File: src/rtl/alu_cmd_sequencer.sv
// rtl/alu_cmd_sequencer.sv - command FIFO and issue/wait/respond sequencer in front of the synchronous ALU
// Optional feature macro: ALU_SEQ_FLAGS_EN (captures ALU status flags into rsp_flags)
module alu_cmd_sequencer #(
    parameter int Width   = 4,
    parameter int LATENCY = 1
) (
    input  logic                 clk,
    input  logic                 arst,
    input  logic                 cmd_valid,
    output logic                 cmd_ready,
    input  logic [Width-1:0]     cmd_a,
    input  logic [Width-1:0]     cmd_b,
    input  logic [Width-1:0]     cmd_op,
    output logic                 rsp_valid,
    input  logic                 rsp_ready,
    output logic [2*Width-1:0]   rsp_data,
    output logic                 rsp_err,
    output logic [4:0]           rsp_flags,
    output logic [Width-1:0]     alu_a,
    output logic [Width-1:0]     alu_b,
    output logic [Width-1:0]     alu_op,
    output logic                 alu_en,
    input  logic [2*Width-1:0]   alu_res,
    input  logic                 alu_cout,
    input  logic                 alu_borrow,
    input  logic                 alu_gt,
    input  logic                 alu_eq,
    input  logic                 alu_lt
);

    typedef enum logic [1:0] {IDLE, ISSUE, WAIT, RESP} state_e;

    state_e             state_q, state_d;
    logic [Width-1:0]   fifo_a_q  [2];
    logic [Width-1:0]   fifo_b_q  [2];
    logic [Width-1:0]   fifo_op_q [2];
    logic               wr_ptr_q, rd_ptr_q;
    logic [1:0]         count_q;
    logic [3:0]         cnt_q, cnt_d;
    logic [Width-1:0]   alu_a_q, alu_b_q, alu_op_q;
    logic               illegal_q;
    logic [2*Width-1:0] rsp_data_q;
    logic               rsp_err_q;

    logic push, pop, head_legal, capture, reject;

    assign cmd_ready  = (count_q < 2'd2);
    assign push       = cmd_valid && cmd_ready;
    // Codes above 9, including any nonzero upper opcode bit, are illegal.
    assign head_legal = (fifo_op_q[rd_ptr_q] <= Width'(9));

    always_comb begin
        state_d   = state_q;
        cnt_d     = cnt_q;
        pop       = 1'b0;
        alu_en    = 1'b0;
        rsp_valid = 1'b0;
        capture   = 1'b0;
        reject    = 1'b0;
        case (state_q)
            IDLE: begin
                if (count_q != 2'd0) begin
                    pop     = 1'b1;
                    state_d = ISSUE;
                end
            end
            ISSUE: begin
                // An illegal head spends this cycle decoding and never enables the ALU.
                if (illegal_q) begin
                    reject  = 1'b1;
                    state_d = RESP;
                end else begin
                    alu_en  = 1'b1;
                    cnt_d   = 4'(LATENCY);
                    state_d = WAIT;
                end
            end
            WAIT: begin
                if (cnt_q <= 4'd1) begin
                    capture = 1'b1;
                    cnt_d   = 4'd0;
                    state_d = RESP;
                end else begin
                    cnt_d = cnt_q - 4'd1;
                end
            end
            RESP: begin
                rsp_valid = 1'b1;
                if (rsp_ready) state_d = IDLE;
            end
            default: state_d = IDLE;
        endcase
    end

    always_ff @(posedge clk or negedge arst) begin
        if (!arst) begin
            state_q <= IDLE;
            cnt_q   <= 4'd0;
        end else begin
            state_q <= state_d;
            cnt_q   <= cnt_d;
        end
    end

    always_ff @(posedge clk) begin
        if (push) begin
            fifo_a_q[wr_ptr_q]  <= cmd_a;
            fifo_b_q[wr_ptr_q]  <= cmd_b;
            fifo_op_q[wr_ptr_q] <= cmd_op;
        end
    end

    always_ff @(posedge clk or negedge arst) begin
        if (!arst) begin
            wr_ptr_q   <= 1'b0;
            rd_ptr_q   <= 1'b0;
            count_q    <= 2'd0;
            alu_a_q    <= '0;
            alu_b_q    <= '0;
            alu_op_q   <= '0;
            illegal_q  <= 1'b0;
            rsp_data_q <= '0;
            rsp_err_q  <= 1'b0;
        end else begin
            if (push) wr_ptr_q <= ~wr_ptr_q;
            count_q <= count_q + {1'b0, push} - {1'b0, pop};
            if (pop) begin
                rd_ptr_q  <= ~rd_ptr_q;
                illegal_q <= !head_legal;
                // ALU inputs keep the last legally issued command.
                if (head_legal) begin
                    alu_a_q  <= fifo_a_q[rd_ptr_q];
                    alu_b_q  <= fifo_b_q[rd_ptr_q];
                    alu_op_q <= fifo_op_q[rd_ptr_q];
                end
            end
            if (capture) begin
                rsp_data_q <= alu_res;
                rsp_err_q  <= 1'b0;
            end else if (reject) begin
                rsp_data_q <= '0;
                rsp_err_q  <= 1'b1;
            end
        end
    end

`ifdef ALU_SEQ_FLAGS_EN
    logic [4:0] flags_q;

    always_ff @(posedge clk or negedge arst) begin
        if (!arst) begin
            flags_q <= 5'd0;
        end else if (capture) begin
            flags_q <= {alu_cout, alu_borrow, alu_gt, alu_eq, alu_lt};
        end else if (reject) begin
            flags_q <= 5'd0;
        end
    end

    assign rsp_flags = flags_q;
`else
    logic unused_flags;

    assign unused_flags = &{1'b0, alu_cout, alu_borrow, alu_gt, alu_eq, alu_lt};
    assign rsp_flags    = 5'd0;
`endif

    assign alu_a    = alu_a_q;
    assign alu_b    = alu_b_q;
    assign alu_op   = alu_op_q;
    assign rsp_data = rsp_data_q;
    assign rsp_err  = rsp_err_q;

endmodule

File: config.mk
export PLATFORM = sky130hd
export DESIGN_NAME = alu_cmd_sequencer
export DESIGN_NICKNAME = d
export VERILOG_FILES = /design/src/rtl/alu_cmd_sequencer.sv
export SDC_FILE = /design/constraint.sdc
export NUM_CORES = 1
export LEC_CHECK = 0
export CORE_UTILIZATION = 39
export CTS_CLUSTER_DIAMETER = 40
export DETAILED_ROUTE_END_ITERATION = 12
export HOLD_SLACK_MARGIN = 0.05
export PLACE_DENSITY_LB_ADDON = 0.25
export SYNTH_ARGS = -nofsm -noshare
export SYNTH_HDL_FRONTEND = slang
export SYNTH_SLANG_ARGS = --single-unit
File: constraint.sdc
create_clock -name clk -period 3.7 [get_ports clk]
set_input_delay 0.555 -clock clk [delete_from_list [all_inputs] [get_ports clk]]
set_output_delay 0.555 -clock clk [all_outputs]
set_load 0.1 [all_outputs]
# After elaboration in Yosys (flattened, before gate mapping)
# Memory sizes are Yosys's and may differ from the RTL's. A register that Yosys moved wholly into a read port is not among the register bits.
# Index checks and enable logic that the tools add are counted.
# totals
reg_bits	24
ramBits	24
in_bits	29
out_inout_bits	29
word_cells	61
mem_count	3
# memory_table
name	depth	width	read_ports	rd_ports_with_merged_regs	wr	line_no	source
fifo_a_q	2	4	1	1	1	34	logic [Width-1:0] fifo_a_q [2];
fifo_b_q	2	4	1	1	1	35	logic [Width-1:0] fifo_b_q [2];
fifo_op_q	2	4	1	0	1	36	logic [Width-1:0] fifo_op_q [2];
# classes
addsub	3
order_cmp	3
n_eq_ne	7
n_mux	23
n_bitwise	2
reduce_logical	11
# ops
operator	n
8-bit two-way mux	2
1-bit two-way mux	14
4-bit two-way mux	2
2-bit inequality test (second input constant)	4
2-bit case mux with 4 select lines	1
4-bit case mux with 2 select lines	1
2-bit two-way mux	3
2-bit nonzero test	3
2-bit equality test (second input constant)	2
4-bit by 1-bit <= comparator with 1-bit output (second input constant)	1
4-bit <= comparator (second input constant)	1
2-bit AND reduction	2
4-bit by 1-bit subtractor with 4-bit output (second input constant)	1
1-bit logical NOT	3
3-bit AND reduction	1
2-bit by 1-bit adder with 2-bit output	1
2-bit by 1-bit equality test with 1-bit output (second input constant)	1
2-bit logical NOT	1
2-bit < comparator (second input constant)	1
1-bit inverter	2
2-bit by 1-bit subtractor with 2-bit output	1
1-bit logical AND	1

# Depth between registers and ports, before layout
# Gate-level depths: netlist (run 1).
# logic_depth
depth_word	4
ltp_mapped	8
mapped_depth_nobuf	8

# Least setup slack after synthesis (run 1)
# No wires, ideal clock.
# synth_path
path_type	register to output
from	reg state_q[1]
to	out alu_en
t_arrival_ns	2.053
setup_slack_ns	1.092
path_stages_with_launch	4
path_buffers	0
path_cell_list	dfrtp_1 inv_1 ha_1 nor2b_1
# synth_via
elab_chain_cells	2
# synth_lines
item	line_no	source
from (decl)	33	state_e state_q, state_d;
from (signal assigned)	100	state_q <= state_d;
2-bit by 1-bit equality test with 1-bit output	60	case (state_q)
1-bit two-way mux	60	
to (decl)	22	output logic alu_en,
# Every way passes these cells.

# Worst setup path after layout (run 1)
# layout_path
from	reg state_q[0]
to	out rsp_valid
# layout_via
elab_chain_cells	2
# layout_lines
item	line_no	source
2-bit equality test	60	
1-bit two-way mux	60	
to (decl)	14	output logic rsp_valid,
# Every way passes these cells.

==> impl_metrics.tcl, run 1 <==
set metrics [dict create \
    cp_slowest_stage_delay_ps 1130 \
    fin_crit_ps 2610 \
    slew_violations 0 \
    drtIter0Drc 69 \
    die_area_mm2 0.00642 \
    post-route-period-util_pct 70.6 \
    path_clk_slew_ps 110 \
    cts_tree "yes" \
    required_ps 3140 \
    worstHoldStart "alu_b[2]" \
    mostFrequentLayoutCell "sky130_fd_sc_hd__clkdlybuf4s50_1" \
    crit_path_cell_chain "ha_1 > clkdlybuf4s50_1" \
    rr_worst_depth 3 \
    fp.dieW_um 80.2 \
    postSynthCellCount 189 \
    initial_antenna_violation_count 0 \
    top_cell_type_by_total_area_after_synthesis "sky130_fd_sc_hd__dfrtp_1" \
    finalClockSkew_ps 4.92 \
    cp_capture_type "primary output" \
    clock-sinks 56 \
    drt_pre_antenna_iters 4 \
    drt-vias-per-instance 4.71 \
    cts.repair_timing.setup_buffer_count 0 \
    most-common-layout-cells "46 x sky130_fd_sc_hd__clkdlybuf4s50_1, 32 x sky130_fd_sc_hd__nand2_1, 32 x sky130_fd_sc_hd__dfrtp_1" \
    rsz_0062_raised_after_global_routing "no" \
    ys_seq_area_share_pct 63.9 \
    worst_slew_pin_slew_ps 991 \
    status "complete, no violations" \
    tns_ps 0 \
    grt_first_pass_wirelength_um 6630 \
    routabilityCongestion 0.760 \
    hold_viol 0 \
    area_growth_syn_to_layout_pct 25.7 \
    crit_slowest_cell "sky130_fd_sc_hd__clkdlybuf4s50_1" \
    io_pins 58 \
    cp_data_arrival_time_ps 2060 \
    hp-class "flip-flop to flip-flop" \
    final_setup_violating_endpoints 0 \
    post_synth.cell_area_avg_um2 12.6 \
    reg2reg_setup_slack_ps 1570 \
    ys_types 38 \
    fillers 522 \
    hold_end "alu_b[2]" \
    startpoint_type "flip-flop" \
    finalCoreUtilization_pct 50.6 \
    grt_max_degree 33 \
    ys_top_cells_by_area "sky130_fd_sc_hd__dfrtp_1 34%, sky130_fd_sc_hd__edfxtp_1 30%, sky130_fd_sc_hd__nand2_1 5.0%" \
    syn_area_mm2 0.00238 \
    synth_seq_cells 56 \
    hold_buffers 0 \
    r2r-end "alu_op[2]" \
    maxCapViolations 0 \
    worstHoldPathCells 2 \
    fmax_mhz 383 \
    clock_buffer_count_from_cts 5 \
    dp_hpwl_um 2690 \
    clock_tree.root_cell "sky130_fd_sc_hd__clkbuf_8" \
    drive_gt1_share_pct 7.11 \
    multi_input_comb_area_um2 767 \
    totalWireLength_um 3960 \
    row_count 28 \
    r2r-start "rd_ptr_q" \
    synth_top_area_share_pct 33.6 \
    floorplan.die.height_um 80.2 \
    worst-path-max-fanout 5 \
    layout.nets 275 \
    cts.path.max_buffers 2 \
    core-area_mm2 0.00592 \
    critical_path_class "flip-flop to primary output" \
    global_route.overflow_total 0 \
    postRouteAntennaNets 0 \
    io_buffer_count 47 \
    start_util_pct 40.2 \
    routedWlPerCell_um 12.6 \
    post-route-drc-count 0 \
    max-slew-margin-rel_pct 33.7 \
    clk-insertion-delay-late_ps 300 \
    synth_warnings 0 \
    first_global_vias 1464 \
    grtUsageTotal_pct 13.6 \
    antenna_cells_inserted 0 \
    dr_total_vias 1479 \
    cts.htree.levels 2 \
    seq_area_mm2 0.00152 \
    cts_repair_resize_count 0 \
]
cell families (layout without fill, tap and decap cells):
family	Yosys count	count (layout)	share of synthesized area, %
flip-flops	56	56	63.9
AND/OR/NAND/NOR	49	49	10.0
AO/OA/AOI/OAI	38	38	10.2
buffers and inverters	20	66	4.57
multiplexers	12	12	5.09
adder cells (fa/ha/maj)	8	8	4.20
XOR/XNOR	5	5	1.84
other	1	5	0.157
routing by layer:
metal,vias to the layer above,GRT usage [%],share of wire [%]
met5,-,0,0
met4,0,3.75,0.50
met3,2,3.98,4.8
met2,39,24.9,51
met1,689,15.2,44
li1,749,-,-
worst max path at each step:
stage	from	endpoint
floorplan	state_q[1]	alu_en
global placement	state_q[0]	rsp_valid
detailed placement	state_q[0]	rsp_valid
CTS	state_q[0]	rsp_valid
global route	state_q[0]	rsp_valid
finish	state_q[0]	rsp_valid
cells in the mapped netlist:
master                      n
sky130_fd_sc_hd__nor2b_1    2
sky130_fd_sc_hd__o32a_1     1
sky130_fd_sc_hd__or3_1      1
sky130_fd_sc_hd__mux2i_1   11
sky130_fd_sc_hd__buf_2      3
sky130_fd_sc_hd__ha_1       8
sky130_fd_sc_hd__a41oi_1    1
sky130_fd_sc_hd__o21ai_0   23
sky130_fd_sc_hd__o21a_1     1
sky130_fd_sc_hd__nand2b_4   1
sky130_fd_sc_hd__and2_1     2
sky130_fd_sc_hd__or4_1      1
sky130_fd_sc_hd__nand3_1    1
sky130_fd_sc_hd__inv_1      9
sky130_fd_sc_hd__nand2_1   32
sky130_fd_sc_hd__o21ai_1    1
sky130_fd_sc_hd__nand2b_1   1
sky130_fd_sc_hd__xnor2_1    3
sky130_fd_sc_hd__and3_1     1
sky130_fd_sc_hd__o22ai_1    1
sky130_fd_sc_hd__a31oi_1    2
sky130_fd_sc_hd__edfxtp_1  24
sky130_fd_sc_hd__dfrtp_1   32
sky130_fd_sc_hd__o221ai_2   1
sky130_fd_sc_hd__nor4_1     1
sky130_fd_sc_hd__o41ai_1    1
sky130_fd_sc_hd__nor2_1     5
sky130_fd_sc_hd__xor2_1     2
sky130_fd_sc_hd__conb_1     1
sky130_fd_sc_hd__o21a_2     1
sky130_fd_sc_hd__a21oi_1    3
sky130_fd_sc_hd__buf_4      6
sky130_fd_sc_hd__a311o_1    1
sky130_fd_sc_hd__o31ai_4    1
sky130_fd_sc_hd__mux2_2     1
sky130_fd_sc_hd__clkbuf_1   1
sky130_fd_sc_hd__nor4b_4    1
sky130_fd_sc_hd__buf_6      1
final cells by class:
class | count | area share, %
timing repair buffer | 49 | 16.1
inverter | 9 | 1.13
multi-input combinational | 117 | 25.6
clock inverter | 3 | 0.919
sequential | 56 | 50.8
tap | 75 | 3.13
clock buffer | 5 | 2.30
critical path: cells and delay by family, from the launching register on:
kind	cells	cell delay [ps]
adder cells (fa/ha/maj)	1	190
flip-flops	1	430
buffers and inverters	1	1130
metrics by stage:
| step | cells | setup slack [ps] | area (um2) | hold WS (ps) |
|---|---|---|---|---|
| after global routing | 314 | 997 | 3000 | 533 |
| final | 314 | 1090 | 3000 | 494 |
| after CTS | 314 | 1070 | 3000 | 504 |
| after global placement | 306 | 1430 | 2900 | 463 |
| after floorplan | 193 | 1090 | 2400 | 259 |
| after detailed placement | 306 | 1420 | 2900 | 480 |
flip-flops by register name, summed over array words and instances, names as in the netlist:
register and cells:
illegal_q 1, alu_a 4, count_q 2, rsp_data 8, fifo_op_q 8, alu_b 4
cnt_q 4, fifo_a_q 8, wr_ptr_q 1, state_q 2, rd_ptr_q 1, fifo_b_q 8
alu_op 4, rsp_err 1
Power of run 1 is not shown: default switching activity piles up to over one toggle a cycle in this logic, so the estimate is an artifact.
==> inputs of run 2 (changes only) <==
Clock period 3.7 ns to 2.3 ns, I/O delays scaled along.
==> run 2 against run 1 <==
Final cell count increased by 0.96%. Wire length down 4.8%. Via count increased by 0.68%. Critical path type is now flip-flop to flip-flop. Flip-flop and latch count did not move. Global-route usage is 0.065 points higher. Hold slack got worse by 72 ps.
==> impl_metrics.tcl, run 2 (synthesis gave the netlist of run 1 again) <==
set metrics [dict create \
    status "complete, no violations" \
    dp_slack_ps 360 \
    path_clk_slew_ps 100 \
    setup_ws_ps 333 \
    io_pins 58 \
    final_setup_violating_endpoints 0 \
    core-area_mm2 0.00592 \
    slew_violations 0 \
    cp_slowest_stage_delay_ps 700 \
    clock_tree.root_cell "sky130_fd_sc_hd__clkbuf_8" \
    grt_max_degree 33 \
    critical_path_class "flip-flop to flip-flop" \
    fin_crit_ps 1970 \
    fmax_mhz 508 \
    routedWlPerCell_um 11.9 \
    crit_path_cell_chain "inv_1 > ha_1 > nor4b_4 > o21ai_0" \
    first_global_vias 1445 \
    rsz_0062_raised_after_global_routing "no" \
    area_growth_syn_to_layout_pct 24.7 \
    worst_slew_pin_slew_ps 877 \
    reg2reg_setup_slack_ps 330 \
    hp-class "input pin to async pin" \
    fin_worst_hold_slack_ps 423 \
    clock-sinks 56 \
    rr_worst_depth 4 \
    antenna_cells_inserted 0 \
    clk-insertion-delay-late_ps 300 \
    crit_slowest_cell "sky130_fd_sc_hd__nor4b_4" \
    hold_viol 0 \
    drt_pre_antenna_iters 4 \
    hold_buffers 0 \
    finalClockSkew_ps 11.7 \
    fin_area_mm2 0.00297 \
    totalWireLength_um 3780 \
    tns_ps 0 \
    grtUsageTotal_pct 13.6 \
    clock_buffer_count_from_cts 5 \
    max-slew-margin-rel_pct 41.6 \
    io_buffer_count 47 \
    worst-path-max-fanout 17 \
    fp.dieW_um 80.2 \
    cts.path.max_buffers 2 \
    routabilityCongestion 0.729 \
    cp_capture_type "flip-flop" \
    drt-vias-per-instance 4.70 \
    cp_data_arrival_time_ps 2110 \
    drive_gt1_share_pct 18.2 \
    most-common-layout-cells "32 x sky130_fd_sc_hd__nand2_1, 32 x sky130_fd_sc_hd__dfrtp_1, 28 x sky130_fd_sc_hd__buf_4" \
    postRouteAntennaNets 0 \
    cts_tree "yes" \
    cts.repair_timing.setup_buffer_count 0 \
    required_ps 2450 \
    start_util_pct 40.2 \
    fillers 530 \
    floorplan.die.height_um 80.2 \
    maxCapViolations 0 \
    post-route-period-util_pct 85.5 \
    grt_first_pass_wirelength_um 6620 \
    layout.nets 278 \
    dp_hpwl_um 2650 \
    global_route.overflow_total 0 \
    row_count 28 \
    cts.htree.levels 2 \
    drtIter0Drc 25 \
    die_area_mm2 0.00642 \
    initial_antenna_violation_count 0 \
    startpoint_type "flip-flop" \
    cts_repair_resize_count 0 \
    dr_total_vias 1489 \
    post-route-drc-count 0 \
    dpl_cell_area_mm2 0.00288 \
]
run 2: cell count changes in the layout (fill, tap and decap cells not counted):
cell,before,now
sky130_fd_sc_hd__nor2b_1,2,1
sky130_fd_sc_hd__clkinvlp_4,1,0
sky130_fd_sc_hd__clkinv_2,0,1
sky130_fd_sc_hd__buf_4,3,28
sky130_fd_sc_hd__inv_8,1,0
sky130_fd_sc_hd__inv_6,0,1
sky130_fd_sc_hd__clkdlybuf4s50_1,46,23
sky130_fd_sc_hd__buf_12,0,1
sky130_fd_sc_hd__nor2b_2,0,1
run 2: through the flow:
| stage | cells | utilization [%] |
|---|---|---|
| after floorplan | 193 | - |
| after global placement | 309 | 48.6 |
| after detailed placement | 309 | 48.6 |
| after CTS | 317 | 50.2 |
| after global routing | 317 | 50.2 |
| final | 317 | 50.2 |
run 2: worst paths after layout:
path / to / startpoint
max: rsp_data[3] / state_q[0]
min: cnt_q[2] / arst
max reg2reg: rsp_data[3] / state_q[0]
min reg2reg: alu_a[2] / alu_a[2]
max in group asynchronous: rsp_data[7] / arst
min in group clk: alu_a[2] / alu_a[2]
run 2: cell type report:
cell class / instances / area, um2 / area share, %
clock buffer: 5 / 68.8 / 2.32
timing repair buffer: 52 / 460 / 15.5
tap: 75 / 93.8 / 3.16
sequential: 56 / 1520 / 51.2
clock inverter: 3 / 22.5 / 0.758
inverter: 9 / 33.8 / 1.14
multi-input combinational: 117 / 769 / 25.9
run 2: per-layer routing:
metal  share of wire (%)  vias to the layer above  track usage [%]
met1                  44                      687             16.1
met5                   0                        -                0
li1                    -                      757                -
met2                  50                       40             24.1
met4                0.98                        0             4.82
met3                 5.5                        5             3.30
run 2: critical path: cells and delay by family, from the launching register on:
kind	cells	cell delay (ps)
DFF	1	440
and+or+nand+nor	1	700
adders and majority gates	1	360
AOI/OAI and AO/OA	1	220
buffers and inverters	1	100
Power of run 2 is left out for the same reason.
==> inputs of run 3 (changes only) <==
Settings changed: CORE_ASPECT_RATIO set to 0.8.
==> run 3 against run 2 <==
Setup slack improved by 95 ps. Sequential share of layout area decreased by 0.19 points. Core utilization increased by 0.26 points.
==> impl_metrics.tcl, run 3 (synthesis gave the netlist of run 1 again) <==
set metrics [dict create \
    cp_slowest_stage_delay_ps 410 \
    row_count 25 \
    finalClockSkew_ps 2.96 \
    final_setup_violating_endpoints 0 \
    fp.dieW_um 89.4 \
    cts.repair_timing.setup_buffer_count 0 \
    critical_path_class "flip-flop to primary output" \
    io_buffer_count 47 \
    first_global_vias 1385 \
    path_clk_slew_ps 100 \
    rr_worst_depth 3 \
    slew_violations 0 \
    cts.path.max_buffers 2 \
    max-slew-margin-rel_pct 44.2 \
    post-route-drc-count 0 \
    setup.worst_path.end "alu_en" \
    dp_hpwl_um 2700 \
    routedWlPerCell_um 12.0 \
    fillers 525 \
    drive_gt1_share_pct 18.2 \
    worst-path-max-fanout 5 \
    hold_buffers 0 \
    most-common-layout-cells "32 x sky130_fd_sc_hd__nand2_1, 32 x sky130_fd_sc_hd__dfrtp_1, 28 x sky130_fd_sc_hd__buf_4" \
    hp-class "input pin to async pin" \
    grt_first_pass_wirelength_um 6240 \
    clock_tree.root_cell "sky130_fd_sc_hd__clkbuf_8" \
    clock-sinks 56 \
    layout.nets 278 \
    setup_ws_ps 428 \
    crit_path_cell_chain "inv_1 > ha_1 > nor2b_2 > buf_12" \
    tns_ps 0 \
    grt_util_met3_pct 4.32 \
    dr_total_vias 1481 \
    fin_worst_hold_slack_ps 440 \
    crit_slowest_cell "sky130_fd_sc_hd__dfrtp_1" \
    totalWireLength_um 3880 \
    drtIter0Drc 68 \
    maxCapViolations 0 \
    start_util_pct 40.3 \
    final_cell_count_no_fill 323 \
    grtUsageTotal_pct 13.3 \
    global_route.overflow_total 0 \
    clk-insertion-delay-late_ps 310 \
    fmax_mhz 534 \
    worst_slew_pin_slew_ps 836 \
    routabilityCongestion 0.750 \
    cts_repair_resize_count 0 \
    die_area_mm2 0.00643 \
    postRouteAntennaNets 0 \
    cts.htree.levels 2 \
    grt_max_degree 33 \
    cp_data_arrival_time_ps 1530 \
    antenna_cells_inserted 0 \
    grt_use_met1_pct 15.5 \
    r2r-start "rd_ptr_q" \
    rsz_0062_raised_after_global_routing "no" \
    drt-vias-per-instance 4.59 \
    reg2reg_setup_slack_ps 470 \
    cts_tree "yes" \
    grt_most_used_layer "met2" \
    required_ps 1960 \
    hold_viol 0 \
    drt_pre_antenna_iters 4 \
    io_pins 58 \
    clock_buffer_count_from_cts 5 \
    status "complete, no violations" \
    gr-usage-met2_pct 22.8 \
    cp_capture_type "primary output" \
    dp_slack_ps 418 \
    post-place-cells 315 \
    fin_crit_ps 1870 \
    startpoint_type "flip-flop" \
    floorplan.die.height_um 71.9 \
    post-route-period-util_pct 81.4 \
    initial_antenna_violation_count 0 \
    area_growth_syn_to_layout_pct 25.2 \
    startpoint "state_q[1]" \
    r2r-end "alu_b[1]" \
    core-area_mm2 0.00591 \
]
## run 3: cell counts in the layout (fill, tap and decap cells not counted)
No cell type changed its count.
## run 3: worst min-delay path by stage
stage	from	to	slack, ps
after floorplan	arst	alu_a[0]	50
after global placement	alu_op[2]	alu_op[2]	470
after detailed placement	alu_b[0]	alu_b[0]	480
after CTS	arst	cnt_q[3]	460
after global routing	arst	alu_a[1]	480
final	arst	cnt_q[3]	440
## run 3: final cells by class
cell class,count,area [um2],share of cell area (%)
Clock inverter,3,26.3,0.881
Sequential cell,56,1520,51.0
Tap cell,81,101,3.40
Timing Repair Buffer,52,460,15.4
Clock buffer,5,68.8,2.31
Multi-Input combinational cell,117,769,25.8
Inverter,9,33.8,1.13
## run 3: per-layer routing
metal	up-vias	part of all wire (%)
met5	-	0
met1	675	44
met4	0	1.2
li1	758	-
met2	42	49
met3	6	6.3
## run 3: critical path: cells and delay by family, from the launching register on
kind          cells  cell delay (ps)
fa+ha+maj         1              250
flops             1              410
buf+inv           2              330
simple gates      1              220
## run 3: stage by stage
step,cell area (um2),util [%]
3_3_place_gp,2890,48.8
6_report,2980,50.4
4_1_cts,2980,50.4
5_1_grt,2980,50.4
2_1_floorplan,2400,-
3_5_place_dp,2890,48.8
Power of run 3 is left out for the same reason.
